==> config.mk <==
export PLATFORM = sky130hd
export DESIGN_NAME = mat_calc_scheduler
export DESIGN_NICKNAME = d
export VERILOG_FILES = /design/src/rtl/mat_calc_scheduler.sv
export SDC_FILE = /design/constraint.sdc
export NUM_CORES = 1
export LEC_CHECK = 0
export CAP_MARGIN = 20
export CORE_AREA = 10 10 130 132
export CTS_BUF_LIST = sky130_fd_sc_hd__clkbuf_2
export CTS_CLUSTER_SIZE = 16
export DETAILED_ROUTE_END_ITERATION = 8
export DIE_AREA = 0 0 140 142
export PLACE_DENSITY = 0.83
export SKIP_CTS_REPAIR_TIMING = 1
export SYNTH_ARGS = -nofsm -noshare
export SYNTH_HDL_FRONTEND = slang
export SYNTH_SLANG_ARGS = --single-unit
==> constraint.sdc <==
create_clock -name clk -period 9.85 [get_ports clk]
set_input_delay 2.955 -clock clk [delete_from_list [all_inputs] [get_ports clk]]
set_output_delay 2.955 -clock clk [all_outputs]
set_load 0.03 [all_outputs]
==> src/rtl/mat_calc_scheduler.sv <==
// rtl/mat_calc_scheduler.sv - matrix operation sequencer with one shared multiplier
package mat_calc_pkg;
  typedef enum logic [2:0] {
    OP_NONE       = 3'd0,
    OP_ADD        = 3'd1,
    OP_SCALAR_MUL = 3'd2,
    OP_TRANSPOSE  = 3'd3,
    OP_MAT_MUL    = 3'd4,
    OP_CONV       = 3'd5
  } op_code_t;
endpackage

module mat_calc_scheduler
  import mat_calc_pkg::*;
#(
  parameter int DATA_W  = 8,
  parameter int RES_W   = 20,
  parameter int DIM_W   = 3,
  parameter int MAX_DIM = 5
) (
  input  logic                     clk,
  input  logic                     rst,
  input  logic                     start,
  input  logic                     abort,
  input  op_code_t                 op_code,
  input  logic        [DIM_W-1:0]  a_rows,
  input  logic        [DIM_W-1:0]  a_cols,
  input  logic        [DIM_W-1:0]  b_rows,
  input  logic        [DIM_W-1:0]  b_cols,
  input  logic signed [DATA_W-1:0] scalar,
  output logic                     rd_en,
  output logic                     rd_sel,
  output logic        [DIM_W-1:0]  rd_row,
  output logic        [DIM_W-1:0]  rd_col,
  input  logic signed [DATA_W-1:0] rd_data,
  output logic                     wr_en,
  output logic        [DIM_W-1:0]  wr_row,
  output logic        [DIM_W-1:0]  wr_col,
  output logic signed [RES_W-1:0]  wr_data,
  output logic        [DIM_W-1:0]  res_rows,
  output logic        [DIM_W-1:0]  res_cols,
  output logic                     busy,
  output logic                     done,
  output logic                     err
);

  typedef enum logic [2:0] {S_IDLE, S_CHECK, S_RD_A, S_RD_B, S_ACC, S_WR, S_DONE} state_t;

  state_t                    state;
  op_code_t                  op_q;
  logic        [DIM_W-1:0]   ar_q, ac_q, br_q, bc_q;
  logic        [DIM_W-1:0]   i_q, j_q, k_q;
  logic signed [DATA_W-1:0]  scalar_q, a_q;
  logic signed [RES_W-1:0]   acc_q;
  logic                      err_q;

  logic signed [DATA_W-1:0]   mul_a;
  logic signed [2*DATA_W-1:0] prod;
  logic signed [RES_W-1:0]    prod_ext, a_ext, d_ext;
  logic        [DIM_W-1:0]    col_lim;
  logic                       last_i, last_j, last_k, chk_err;

  function automatic logic dim_bad(input logic [DIM_W-1:0] d);
    return (d == '0) || (d > DIM_W'(MAX_DIM));
  endfunction

  // The multiplier serves the scalar product in WR and the dot-product term in ACC.
  assign mul_a    = (state == S_ACC) ? a_q : scalar_q;
  assign prod     = mul_a * rd_data;
  assign prod_ext = {{(RES_W-2*DATA_W){prod[2*DATA_W-1]}}, prod};
  assign a_ext    = {{(RES_W-DATA_W){a_q[DATA_W-1]}}, a_q};
  assign d_ext    = {{(RES_W-DATA_W){rd_data[DATA_W-1]}}, rd_data};

  assign col_lim = (op_q == OP_MAT_MUL) ? bc_q : ac_q;
  assign last_i  = (i_q == ar_q - DIM_W'(1));
  assign last_j  = (j_q == col_lim - DIM_W'(1));
  assign last_k  = (k_q == ac_q - DIM_W'(1));

  always_comb begin
    chk_err = 1'b0;
    case (op_q)
      OP_ADD:        chk_err = dim_bad(ar_q) || dim_bad(ac_q) || dim_bad(br_q) || dim_bad(bc_q)
                               || (ar_q != br_q) || (ac_q != bc_q);
      OP_SCALAR_MUL,
      OP_TRANSPOSE:  chk_err = dim_bad(ar_q) || dim_bad(ac_q);
      OP_MAT_MUL:    chk_err = dim_bad(ar_q) || dim_bad(ac_q) || dim_bad(br_q) || dim_bad(bc_q)
                               || (ac_q != br_q);
      default:       chk_err = 1'b1;
    endcase
  end

  always_ff @(posedge clk) begin
    if (rst) begin
      state    <= S_IDLE;
      op_q     <= OP_NONE;
      ar_q     <= '0;
      ac_q     <= '0;
      br_q     <= '0;
      bc_q     <= '0;
      scalar_q <= '0;
      i_q      <= '0;
      j_q      <= '0;
      k_q      <= '0;
      a_q      <= '0;
      acc_q    <= '0;
      err_q    <= 1'b0;
      res_rows <= '0;
      res_cols <= '0;
    end else if (abort && state != S_IDLE) begin
      state <= S_IDLE;
      i_q   <= '0;
      j_q   <= '0;
      k_q   <= '0;
      acc_q <= '0;
      err_q <= 1'b0;
    end else begin
      case (state)
        S_IDLE: if (start) begin
          op_q     <= op_code;
          ar_q     <= a_rows;
          ac_q     <= a_cols;
          br_q     <= b_rows;
          bc_q     <= b_cols;
          scalar_q <= scalar;
          i_q      <= '0;
          j_q      <= '0;
          k_q      <= '0;
          acc_q    <= '0;
          err_q    <= 1'b0;
          state    <= S_CHECK;
        end
        S_CHECK: if (chk_err) begin
          err_q <= 1'b1;
          state <= S_DONE;
        end else begin
          res_rows <= (op_q == OP_TRANSPOSE) ? ac_q : ar_q;
          res_cols <= (op_q == OP_TRANSPOSE) ? ar_q : col_lim;
          state    <= S_RD_A;
        end
        S_RD_A: state <= (op_q == OP_ADD || op_q == OP_MAT_MUL) ? S_RD_B : S_WR;
        S_RD_B: begin
          a_q   <= rd_data;
          state <= (op_q == OP_ADD) ? S_WR : S_ACC;
        end
        S_ACC: begin
          acc_q <= acc_q + prod_ext;
          if (last_k) begin
            k_q   <= '0;
            state <= S_WR;
          end else begin
            k_q   <= k_q + DIM_W'(1);
            state <= S_RD_A;
          end
        end
        S_WR: begin
          acc_q <= '0;
          state <= S_RD_A;
          if (!last_j) begin
            j_q <= j_q + DIM_W'(1);
          end else begin
            j_q <= '0;
            if (last_i) begin
              i_q   <= '0;
              state <= S_DONE;
            end else begin
              i_q <= i_q + DIM_W'(1);
            end
          end
        end
        S_DONE: begin
          err_q <= 1'b0;
          state <= S_IDLE;
        end
        default: state <= S_IDLE;
      endcase
    end
  end

  // Strobes and addresses decode from state; abort squashes them within the same cycle.
  always_comb begin
    rd_en   = 1'b0;
    rd_sel  = 1'b0;
    rd_row  = '0;
    rd_col  = '0;
    wr_en   = 1'b0;
    wr_row  = '0;
    wr_col  = '0;
    wr_data = '0;
    if (!abort) begin
      case (state)
        S_RD_A: begin
          rd_en  = 1'b1;
          rd_row = i_q;
          rd_col = (op_q == OP_MAT_MUL) ? k_q : j_q;
        end
        S_RD_B: begin
          rd_en  = 1'b1;
          rd_sel = 1'b1;
          rd_row = (op_q == OP_MAT_MUL) ? k_q : i_q;
          rd_col = j_q;
        end
        S_WR: begin
          wr_en  = 1'b1;
          wr_row = (op_q == OP_TRANSPOSE) ? j_q : i_q;
          wr_col = (op_q == OP_TRANSPOSE) ? i_q : j_q;
          case (op_q)
            OP_ADD:        wr_data = a_ext + d_ext;
            OP_SCALAR_MUL: wr_data = prod_ext;
            OP_TRANSPOSE:  wr_data = d_ext;
            default:       wr_data = acc_q;
          endcase
        end
        default: ;
      endcase
    end
  end

  assign busy = (state != S_IDLE);
  assign done = (state == S_DONE);
  assign err  = done && err_q;

endmodule

# Yosys cells after proc, flatten, opt, wreduce, memory -nomap -nowiden

Index checks and enable logic that the tools add are counted.

Add/subtract/negate cells: 8
$mul: 1
$lt $le $gt $ge: 4
Equal/unequal tests: 19
Muxes and demuxes: 47
Bitwise operators: 2
Reductions and logical operators: 34

Operator list:

| kind                                             | count |
|---|---|
| one-hot mux 20 bit (3 select lines)              | 2 |
| 2-to-1 mux 3 bit                                 | 24 |
| 2-to-1 mux 20 bit                                | 3 |
| one-hot mux 3 bit (2 select lines)               | 5 |
| adder 20 x 16 -> 20 bit                          | 1 |
| one-hot mux 3 bit (6 select lines)               | 1 |
| multiplier 8 x 8 -> 16 bit                       | 1 |
| zero test 3 bit                                  | 5 |
| == test 3 x 2 -> 1 bit, second input constant    | 4 |
| == test 3 bit, second input constant             | 4 |
| > comparator 3 bit, second input constant        | 4 |
| AND reduction 3 bit                              | 4 |
| logical OR 1 bit                                 | 11 |
| adder 3 x 1 -> 3 bit, second input constant      | 3 |
| adder 8 x 8 -> 9 bit                             | 1 |
| == test 3 bit                                    | 3 |
| 2-to-1 mux 1 bit                                 | 9 |
| inequality test 3 bit                            | 3 |
| nonzero test 3 bit                               | 3 |
| subtractor 3 x 1 -> 3 bit, second input constant | 3 |
| 2-to-1 mux 8 bit                                 | 1 |
| AND reduction 2 bit                              | 4 |
| == test 3 x 1 -> 1 bit, second input constant    | 2 |
| inequality test 2 bit, second input constant     | 3 |
| other kinds (5)                                  | 11 |

Flip-flop bits (word level): 70
Bits of input ports: 35
Output and inout bits: 44
Word-level logic and storage cells: 130

# Longest topological paths before layout

Gate-level depths: netlist (run 1).

Word-level depth: 10
Depth in mapped cells: 30
Depth with buffers taken out: 27

# Worst setup path before layout (run 1)

No wires, ideal clock.

Path kind: input-to-output
Start point: input port rd_data[3]
End point: output port wr_data[15]
Data arrival time: 7.501 ns
Data required time: 6.895 ns
Setup slack: -0.606 ns
Cell stages on the path: 17
Buffers on the path: 0
Cell sequence: nor2b_1 -> fa_1 -> inv_1 -> fa_1 -> inv_1 -> fa_1 -> inv_1 -> fa_1 -> inv_1 -> ha_1 -> or2_2 -> a21oi_1 -> a21oi_1 -> a221o_1 -> nor3_1 -> o21ai_1 -> nor2_1

Longest elaborated chain between the ends: 4
Elaborated cells between the ends (all ways): 5
Those cells by class: add/sub: 1; mul: 1; mux: 3

RTL lines:

| item                                                               | line    | RTL |
|---|---|---|
| start, declared                                                    | 35      | `input logic signed [DATA_W-1:0] rd_data,` |
| multiplier 8 x 8 -> 16 bit or adder 8 x 8 -> 9 bit (tied branches) | 69, 207 |  |
| one-hot mux 20 bit (3 select lines) (*)                            | 206     | `case (op_q)` |
| 2-to-1 mux 20 bit (*)                                              | 190     | `case (state)` |
| 2-to-1 mux 20 bit (*)                                              | 189     | `if (!abort) begin` |
| end, declared                                                      | 39      | `output logic signed [RES_W-1:0] wr_data,` |

Mark *: on every way between the ends. The rest lies on a longest branch, timed or not.

# Final worst setup path (run 1)

Start point: input port rd_data[2]
End point: output port wr_data[15]

The elaborated chain is that of the path after synthesis.

==> impl_results.rst, run 1 <==
.. list-table::
   :header-rows: 1

   * - Metric
     - Value
   * - Result of the run
     - complete, but fails checks
   * - Violated checks
     - negative setup slack
   * - Fraction of the mapped netlist area in compound gates
     - 17.6%
   * - Maximum number of pins on one net before global-route repair
     - 40
   * - Row Count
     - 44
   * - CTS clk-pin slew, worst paths
     - 0.23 ns
   * - Top flip-flop cell by instance count after synthesis
     - dfxtp_1
   * - Final net count
     - 1267
   * - Worst supply voltage drop on vdd
     - 134 uV
   * - Worst Slack Setup Final
     - -0.561 ns
   * - Syn Inst Count
     - 977
   * - Horizontal die dimension
     - 140 um
   * - Number of max-cap violations
     - 0
   * - Number of optimization iterations in the first detailed-route pass
     - 5
   * - Die H
     - 142 um
   * - Drt initial violations
     - 388
   * - Layout cell share with drive strength beyond 1
     - 18.0%
   * - Worst Hold Margin
     - 0.474 ns
   * - Simple-gate share of the synthesized area
     - 21.3%
   * - Worst reg-to-reg setup slack
     - 1.82 ns
   * - Post-detailed-route count of antenna-violating nets
     - 0
   * - Grt ovf
     - 0
   * - Synthesized Nets
     - 1136
   * - Via count of the first global-routing pass
     - 7289
   * - Total CTS buffers
     - 9
   * - Synth unique cells
     - 56
   * - Total of flip-flops plus latches after synthesis
     - 70
   * - Arrival time reported for the critical path endpoint
     - 7.46 ns
   * - DRC errors left
     - 0
   * - Maximum clock frequency
     - 96.0 MHz
   * - Area growth syn-to-layout
     - 26.2%
   * - Wire length of the first global-routing pass
     - 34.4 mm
   * - CTS tree
     - yes
   * - Combinational family with the most area after synthesis
     - adder cells
   * - I/O Buffers
     - 78
   * - Post-Syn Area
     - 7640 sq um
   * - Path type of the worst setup path
     - input port to output pin
   * - Parity-gate share of the synthesized area counting xor and xnor cells
     - 5.96%
   * - Startpoint kind of the worst setup timing path
     - input port
   * - Clk sink count
     - 70
   * - GR Layer Usage met2
     - 37.4%
   * - Async set or reset register ratio after synthesis
     - 0%
   * - Pin slew with the least headroom to its limit
     - 1.03 ns
   * - Synthesized area per cell
     - 7.82 sq um
   * - Number of enable-type register cells in the synthesized netlist
     - 0
   * - Share of synthesized cell area in full adder, half adder and majority cells
     - 25.9%
   * - Total global routing track utilization
     - 20.4%
   * - Final clock period utilization by the worst path
     - 106%
   * - Power density over cell area
     - 254 nW/um^2
   * - Maximum count of clock buffers along a single path
     - 2
   * - Most crowded layer after global routing
     - met2
   * - Initial standard-cell utilization of the core
     - 53.4%
   * - Number of cells traversed by the worst register-to-register path
     - 28
   * - Root buffer cell
     - clkbuf_2
   * - Placeable core region
     - 14300 sq um
   * - Tightest Hold Check Type
     - flip-flop to flip-flop
   * - Post-route insts no fill
     - 1297
   * - Share of the yosys chip area belonging to registers
     - 18.3%
   * - Met3 Resource Use GR
     - 3.17%
   * - Count of pins on the block boundary
     - 79
   * - Final Hold Vio Count
     - 0
   * - Average detailed-routed wire length per instance
     - 16.4 um
   * - Fin. max-slew vios
     - 0
   * - RSZ-0062 raised after global routing
     - yes
   * - LEAKAGE
     - 4.36 nW
   * - Global placement routability congestion
     - 0.908
   * - Total Die Area
     - 19900 sq um
   * - Critical path endpoint category
     - output pin
   * - WL final
     - 21.3 mm
   * - # setup viols final
     - 12
   * - Worst slew margin relative to its limit
     - 31.3%
   * - Post-route clock skew
     - 0.0320 ns
   * - Instance count along the most critical hold path
     - 2
   * - Maximum level of the CTS H-tree
     - 3
   * - Most used cells in the layout excluding fill and tap cells
     - nand2_1, inv_1, a21oi_1, nor2_1, buf_4
   * - Data required, critical path
     - 6.90 ns
   * - Detailed-route vias per instance
     - 5.57
   * - Mux share of post-synthesis cell area
     - 3.44%
   * - Met1 global-route usage
     - 23.5%
   * - Ant diodes
     - 0
   * - Vias
     - 7226
   * - Synth warnings
     - 0
   * - Worst-path fanout max
     - 5
   * - Detail Placement HPWL
     - 16.3 mm
   * - Sum Neg Setup Slack
     - -4.30 ns
   * - Most common cell after layout, fill and taps aside
     - nand2_1
   * - Post-route minimum period
     - 10.41 ns
   * - Latest clock arrival within the worst-skew pair
     - 0.56 ns
   * - Initial antenna violation count
     - 0
   * - Instance count after placement with tap cells included
     - 1272
-- power by group --
part           internal (W)  switching, W  total (W)
sequential         0.000315     0.0000453   0.000360
clock             0.0000847      0.000116   0.000201
combinational      0.000881       0.00100    0.00188
total               0.00128       0.00116    0.00244
-- flip-flops by register name (all words and copies together), names as in the netlist --
name / count
acc_q: 20
a_q: 8
scalar_q: 8
ac_q: 3
ar_q: 3
bc_q: 3
br_q: 3
i_q: 3
j_q: 3
k_q: 3
op_q: 3
res_cols: 3
res_rows: 3
state: 3
err_q: 1
-- routing by layer --
layer / share of wire [%] / wire length, um
met2: 51 / 10800
met5: 0 / 0
met3: 5.2 / 1110
met4: 2.9 / 607
met1: 41 / 8760
-- stage by stage --
stage               setup WS [ns]  util [%]  power, W  area [sq um]
floorplan                  -0.356         -   0.00153          7810
global route               -0.706      67.4   0.00266          9640
global placement            -1.07      64.2   0.00204          9190
finish                     -0.561      67.4   0.00244          9640
detailed placement          -1.07      64.2   0.00209          9190
CTS                         -1.10      65.1   0.00231          9320
-- critical path: stages --
cell	delay [ns]
buf_4	0.13
nand2b_4	0.06
buf_4	0.13
fa_1	0.53
inv_1	0.05
fa_1	0.46
fa_1	0.50
inv_1	0.06
fa_1	0.54
inv_1	0.05
ha_1	0.31
o21a_1	0.14
o21a_1	0.18
o41ai_2	0.05
buf_4	0.18
a21oi_4	0.06
a221o_1	0.37
nor3_2	0.20
o21ai_2	0.09
buf_12	0.18
nor2_4	0.10
buf_6	0.13
-- path summary, 6_finish.rpt --
kind / from / to
min reg2reg: scalar_q[1]$_SDFFE_PP0P_ / scalar_q[1]$_SDFFE_PP0P_
max: rd_data[2] / wr_data[15]
max reg2reg: state[2]$_SDFFE_PP0P_ / acc_q[19]$_SDFFE_PP0P_
min: scalar_q[1]$_SDFFE_PP0P_ / scalar_q[1]$_SDFFE_PP0P_
-- synthesized netlist by cell type (all sizes together), types with 2 or more instances --
| master | instances | area share, % |
|---|---|---|
| a21o | 15 | 1.5 |
| buf | 4 | 0.23 |
| mux2i | 24 | 3.1 |
| o22ai | 2 | 0.16 |
| and2 | 12 | 0.98 |
| o211ai | 5 | 0.49 |
| or2 | 3 | 0.25 |
| a32oi | 2 | 0.23 |
| clkbuf | 38 | 1.9 |
| a21oi | 90 | 5.9 |
| ha | 67 | 11 |
| inv | 107 | 5.3 |
| nor2b | 57 | 4.7 |
| nand3b | 4 | 0.39 |
| nor2 | 90 | 4.4 |
| o31ai | 3 | 0.29 |
| xor2 | 20 | 2.3 |
| or3 | 4 | 0.33 |
| o21a | 10 | 0.98 |
| mux2 | 2 | 0.29 |
| and3 | 4 | 0.34 |
| nand2b | 18 | 1.5 |
| nand3 | 15 | 0.98 |
| a211oi | 7 | 0.69 |
| o31a | 2 | 0.23 |
| o21bai | 5 | 0.54 |
| nand2 | 106 | 5.2 |
| nand4 | 4 | 0.33 |
| o21ai | 30 | 2.0 |
| fa | 57 | 15 |
| a211o | 6 | 0.69 |
| o221a | 4 | 0.59 |
| xnor2 | 32 | 3.7 |
| a22oi | 14 | 1.4 |
| nor3 | 19 | 1.2 |
| o41ai | 3 | 0.44 |
| nor3b | 4 | 0.39 |
| a32o | 3 | 0.39 |
| a31oi | 4 | 0.33 |
| dfxtp | 70 | 18 |
-- logic make-up after synthesis --
| family | after synthesis |
|---|---|
| adders and majority gates | 124 |
| DFF | 70 |
| and+or+nand+nor | 343 |
| muxes | 26 |
| xor gates and xnor gates | 52 |
| AOI/OAI and AO/OA | 212 |
| buffers and inverters | 150 |
-- final cells by class --
class	count	area [sq um]
clock buffer	10	50.0
multi-input combinational	757	6010
clock inverter	6	86.3
tap	184	230
fill	1146	4670
timing repair buffer	162	1460
inverter	108	405
sequential	70	1400
Note: power is estimated with default switching activity, not from simulation.
==> run 2: changes to the inputs <==
- REMOVE_ABC_BUFFERS: not set -> 1
==> run 2 against run 1 <==
The run still ends with negative setup slack left. Clock-buffer cell count fell by 1. Clock power grew 7%. First-iteration DRC count rose by 22%. Critical path type unchanged. Critical endpoint is now wr_data[16].
==> impl_results.rst, run 2 (synthesis results as in run 1) <==
.. list-table::
   :header-rows: 1

   * - Metric
     - Value
   * - Fin. max-slew vios
     - 0 (unchanged)
   * - Number of optimization iterations in the first detailed-route pass
     - 5 (unchanged)
   * - Post-route core utilization
     - 67.4% (about the same)
   * - Grt ovf
     - 0 (unchanged)
   * - Worst-path fanout max
     - 5 (unchanged)
   * - Maximum number of pins on one net before global-route repair
     - 40 (unchanged)
   * - Final net count
     - 1261 (-0.47%)
   * - Path type of the worst setup path
     - input port to output pin
   * - Horizontal die dimension
     - 140 um (unchanged)
   * - Switching share of power
     - 47.5% (-0.17 points)
   * - Worst supply voltage drop on vdd
     - 165 uV (+23%)
   * - Internal cell power
     - 0.00131 W (+2.3%)
   * - Power share of the combinational group
     - 77.0% (about the same)
   * - Instance count after placement with tap cells included
     - 1268 (-0.31%)
   * - Average detailed-routed wire length per instance
     - 16.3 um (-0.41%)
   * - RSZ-0062 raised after global routing
     - yes
   * - Via count of the first global-routing pass
     - 7053 (-3.2%)
   * - Maximum count of clock buffers along a single path
     - 2 (unchanged)
   * - I/O Buffers
     - 78 (unchanged)
   * - Result of the run
     - complete, but fails checks
   * - Drt initial violations
     - 474 (+22%)
   * - Data required, critical path
     - 6.90 ns (about the same)
   * - Row Count
     - 44 (unchanged)
   * - Clk pwr share
     - 8.6% (+0.4 points)
   * - # setup viols final
     - 10 (-2)
   * - LEAKAGE
     - 4.33 nW (-0.71%)
   * - Initial standard-cell utilization of the core
     - 53.4% (unchanged)
   * - DRC errors left
     - 0 (unchanged)
   * - Slowest stage cell, crit path
     - fa_1
   * - NetSw
     - 0.00118 W (+1.7%)
   * - Layout cell share with drive strength beyond 1
     - 18.0% (about the same)
   * - Largest regs
     - acc_q x20, a_q x8, scalar_q x8
   * - Initial antenna violation count
     - 1 (+1)
   * - Flip-flop count of the largest register, all copies and words added
     - 20 (unchanged)
   * - Count of pins on the block boundary
     - 79 (unchanged)
   * - Stage delay of the slowest cell on the critical path
     - 0.55 ns (about the same)
   * - Post-route insts no fill
     - 1292 (-0.39%)
   * - Final Hold Vio Count
     - 0 (unchanged)
   * - Post-route clock skew
     - 0.0333 ns (+0.00136 ns)
   * - Global placement routability congestion
     - 0.954 (+5.0%)
   * - Final clock period utilization by the worst path
     - 104% (-1.4 points)
   * - Area growth syn-to-layout
     - 26.2% (about the same)
   * - Largest register by flop count
     - acc_q
   * - CP dominant cell by count
     - fa_1
   * - Most used cells in the layout excluding fill and tap cells
     - nand2_1, inv_1, nor2_1, a21oi_1, buf_4
   * - Post-route minimum period
     - 10.27 ns (-0.138 ns)
   * - Die H
     - 142 um (unchanged)
   * - Worst Slack Setup Final
     - -0.423 ns (+0.138 ns)
   * - Sum Neg Setup Slack
     - -2.90 ns (+1.40 ns)
   * - Wire length of the first global-routing pass
     - 33.1 mm (-3.8%)
   * - Detailed-route vias per instance
     - 5.56 (-0.22%)
   * - Arrival time reported for the critical path endpoint
     - 7.32 ns (-0.14 ns)
   * - Power density over cell area
     - 259 nW/um^2 (+2.0%)
   * - Number of max-cap violations
     - 0 (unchanged)
   * - Post-detailed-route count of antenna-violating nets
     - 0 (unchanged)
   * - Series of cell instances along the critical path
     - buf_6 > nor2b_4 > fa_1 > inv_1 > fa_1 > inv_2 > fa_1 > inv_2 > fa_1 > inv_2 > ha_4 > o21ai_2 > nor2_2 > o41ai_4 > a21oi_2 > a221o_1 > nor3_2 > o21ai_1 > buf_6 > nor2_4 > buf_6
   * - Worst Hold Margin
     - 0.476 ns (+0.00238 ns)
   * - Detail Placement HPWL
     - 15.6 mm (-4.4%)
   * - Placeable core region
     - 14300 sq um (unchanged)
   * - Startpoint kind of the worst setup timing path
     - input port
   * - Number of fill cells
     - 1118 (-2.4%)
   * - WL final
     - 21.1 mm (-0.79%)
   * - Most common cell after layout, fill and taps aside
     - nand2_1
   * - CTS tree
     - yes
   * - Total global routing track utilization
     - 19.6% (-0.80 points)
   * - Total CTS buffers
     - 9 (unchanged)
   * - Worst slew margin relative to its limit
     - 26.3% (-4.9 points)
   * - Clk sink count
     - 70 (unchanged)
   * - Sequential fraction of design power
     - 14.4% (-0.3 points)
   * - Pin slew with the least headroom to its limit
     - 1.10 ns (+0.0713 ns)
   * - CTS clk-pin slew, worst paths
     - 0.24 ns (about the same)
   * - Latest clock arrival within the worst-skew pair
     - 0.57 ns (about the same)
   * - Total Die Area
     - 19900 sq um (unchanged)
   * - Maximum clock frequency
     - 97.3 MHz (+1.3%)
   * - Tightest Hold Check Type
     - flip-flop to flip-flop
   * - Root buffer cell
     - clkbuf_2
   * - Vias
     - 7182 (-0.61%)
   * - Placement Setup Slack
     - -1.08 ns (-0.0127 ns)
   * - Violated checks
     - negative setup slack
   * - Maximum level of the CTS H-tree
     - 3 (unchanged)
   * - Critical path endpoint category
     - output pin
## run 2: path summary, 6_finish.rpt
check | startpoint | end | slack, ns | depth (start not counted)
max reg2reg | state[2]$_SDFFE_PP0P_ | acc_q[19]$_SDFFE_PP0P_ | 2.01 | 26
min | scalar_q[1]$_SDFFE_PP0P_ | scalar_q[1]$_SDFFE_PP0P_ | 0.48 | 2
max | rd_data[1] | wr_data[16] | -0.42 | 21
min reg2reg | scalar_q[1]$_SDFFE_PP0P_ | scalar_q[1]$_SDFFE_PP0P_ | 0.48 | 2
## run 2: stage by stage
step / total power [W] / area (sq um)
finish: 0.00249 / 9650
detailed placement: 0.00200 / 9030
floorplan: 0.00146 / 7480
global placement: 0.00196 / 9030
global route: 0.00272 / 9650
CTS: 0.00223 / 9180
## run 2: critical path: cells and delay by family
kind                     cells  cell delay [ns]
AND/OR/NAND/NOR              4             0.39
buffers and inverters        7             0.60
adder cells (fa/ha/maj)      5             2.29
AO/OA/AOI/OAI                5             1.08
## run 2: per-layer routing
metal / GRT usage (%) / up-vias / routed length, um
met5: 0 / - / 0
met4: 6.03 / 0 / 450
met3: 4.41 / 31 / 1270
met2: 34.2 / 206 / 10500
met1: 23.6 / 3433 / 8920
li1: - / 3512 / -
## run 2: power by group through the flow
stage | combinational, W | sequential, W | clock, W
after floorplan | 0.00110 | 0.000356 | 0
after global placement | 0.00160 | 0.000362 | 0
after detailed placement | 0.00164 | 0.000364 | 0
after CTS | 0.00166 | 0.000357 | 0.000215
after global routing | 0.00212 | 0.000364 | 0.000228
final | 0.00192 | 0.000359 | 0.000215
## run 2: area by class of cell
| class | instances | area, sq um | area share (%) |
|---|---|---|---|
| clock inverter | 7 | 104 | 1.08 |
| timing repair buffer | 156 | 1430 | 14.9 |
| inverter | 108 | 405 | 4.20 |
| tap | 184 | 230 | 2.39 |
| clock buffer | 9 | 45.0 | 0.467 |
| antenna | 1 | 2.50 | 0.0259 |
| multi-input combinational | 757 | 6020 | 62.5 |
| sequential | 70 | 1400 | 14.5 |
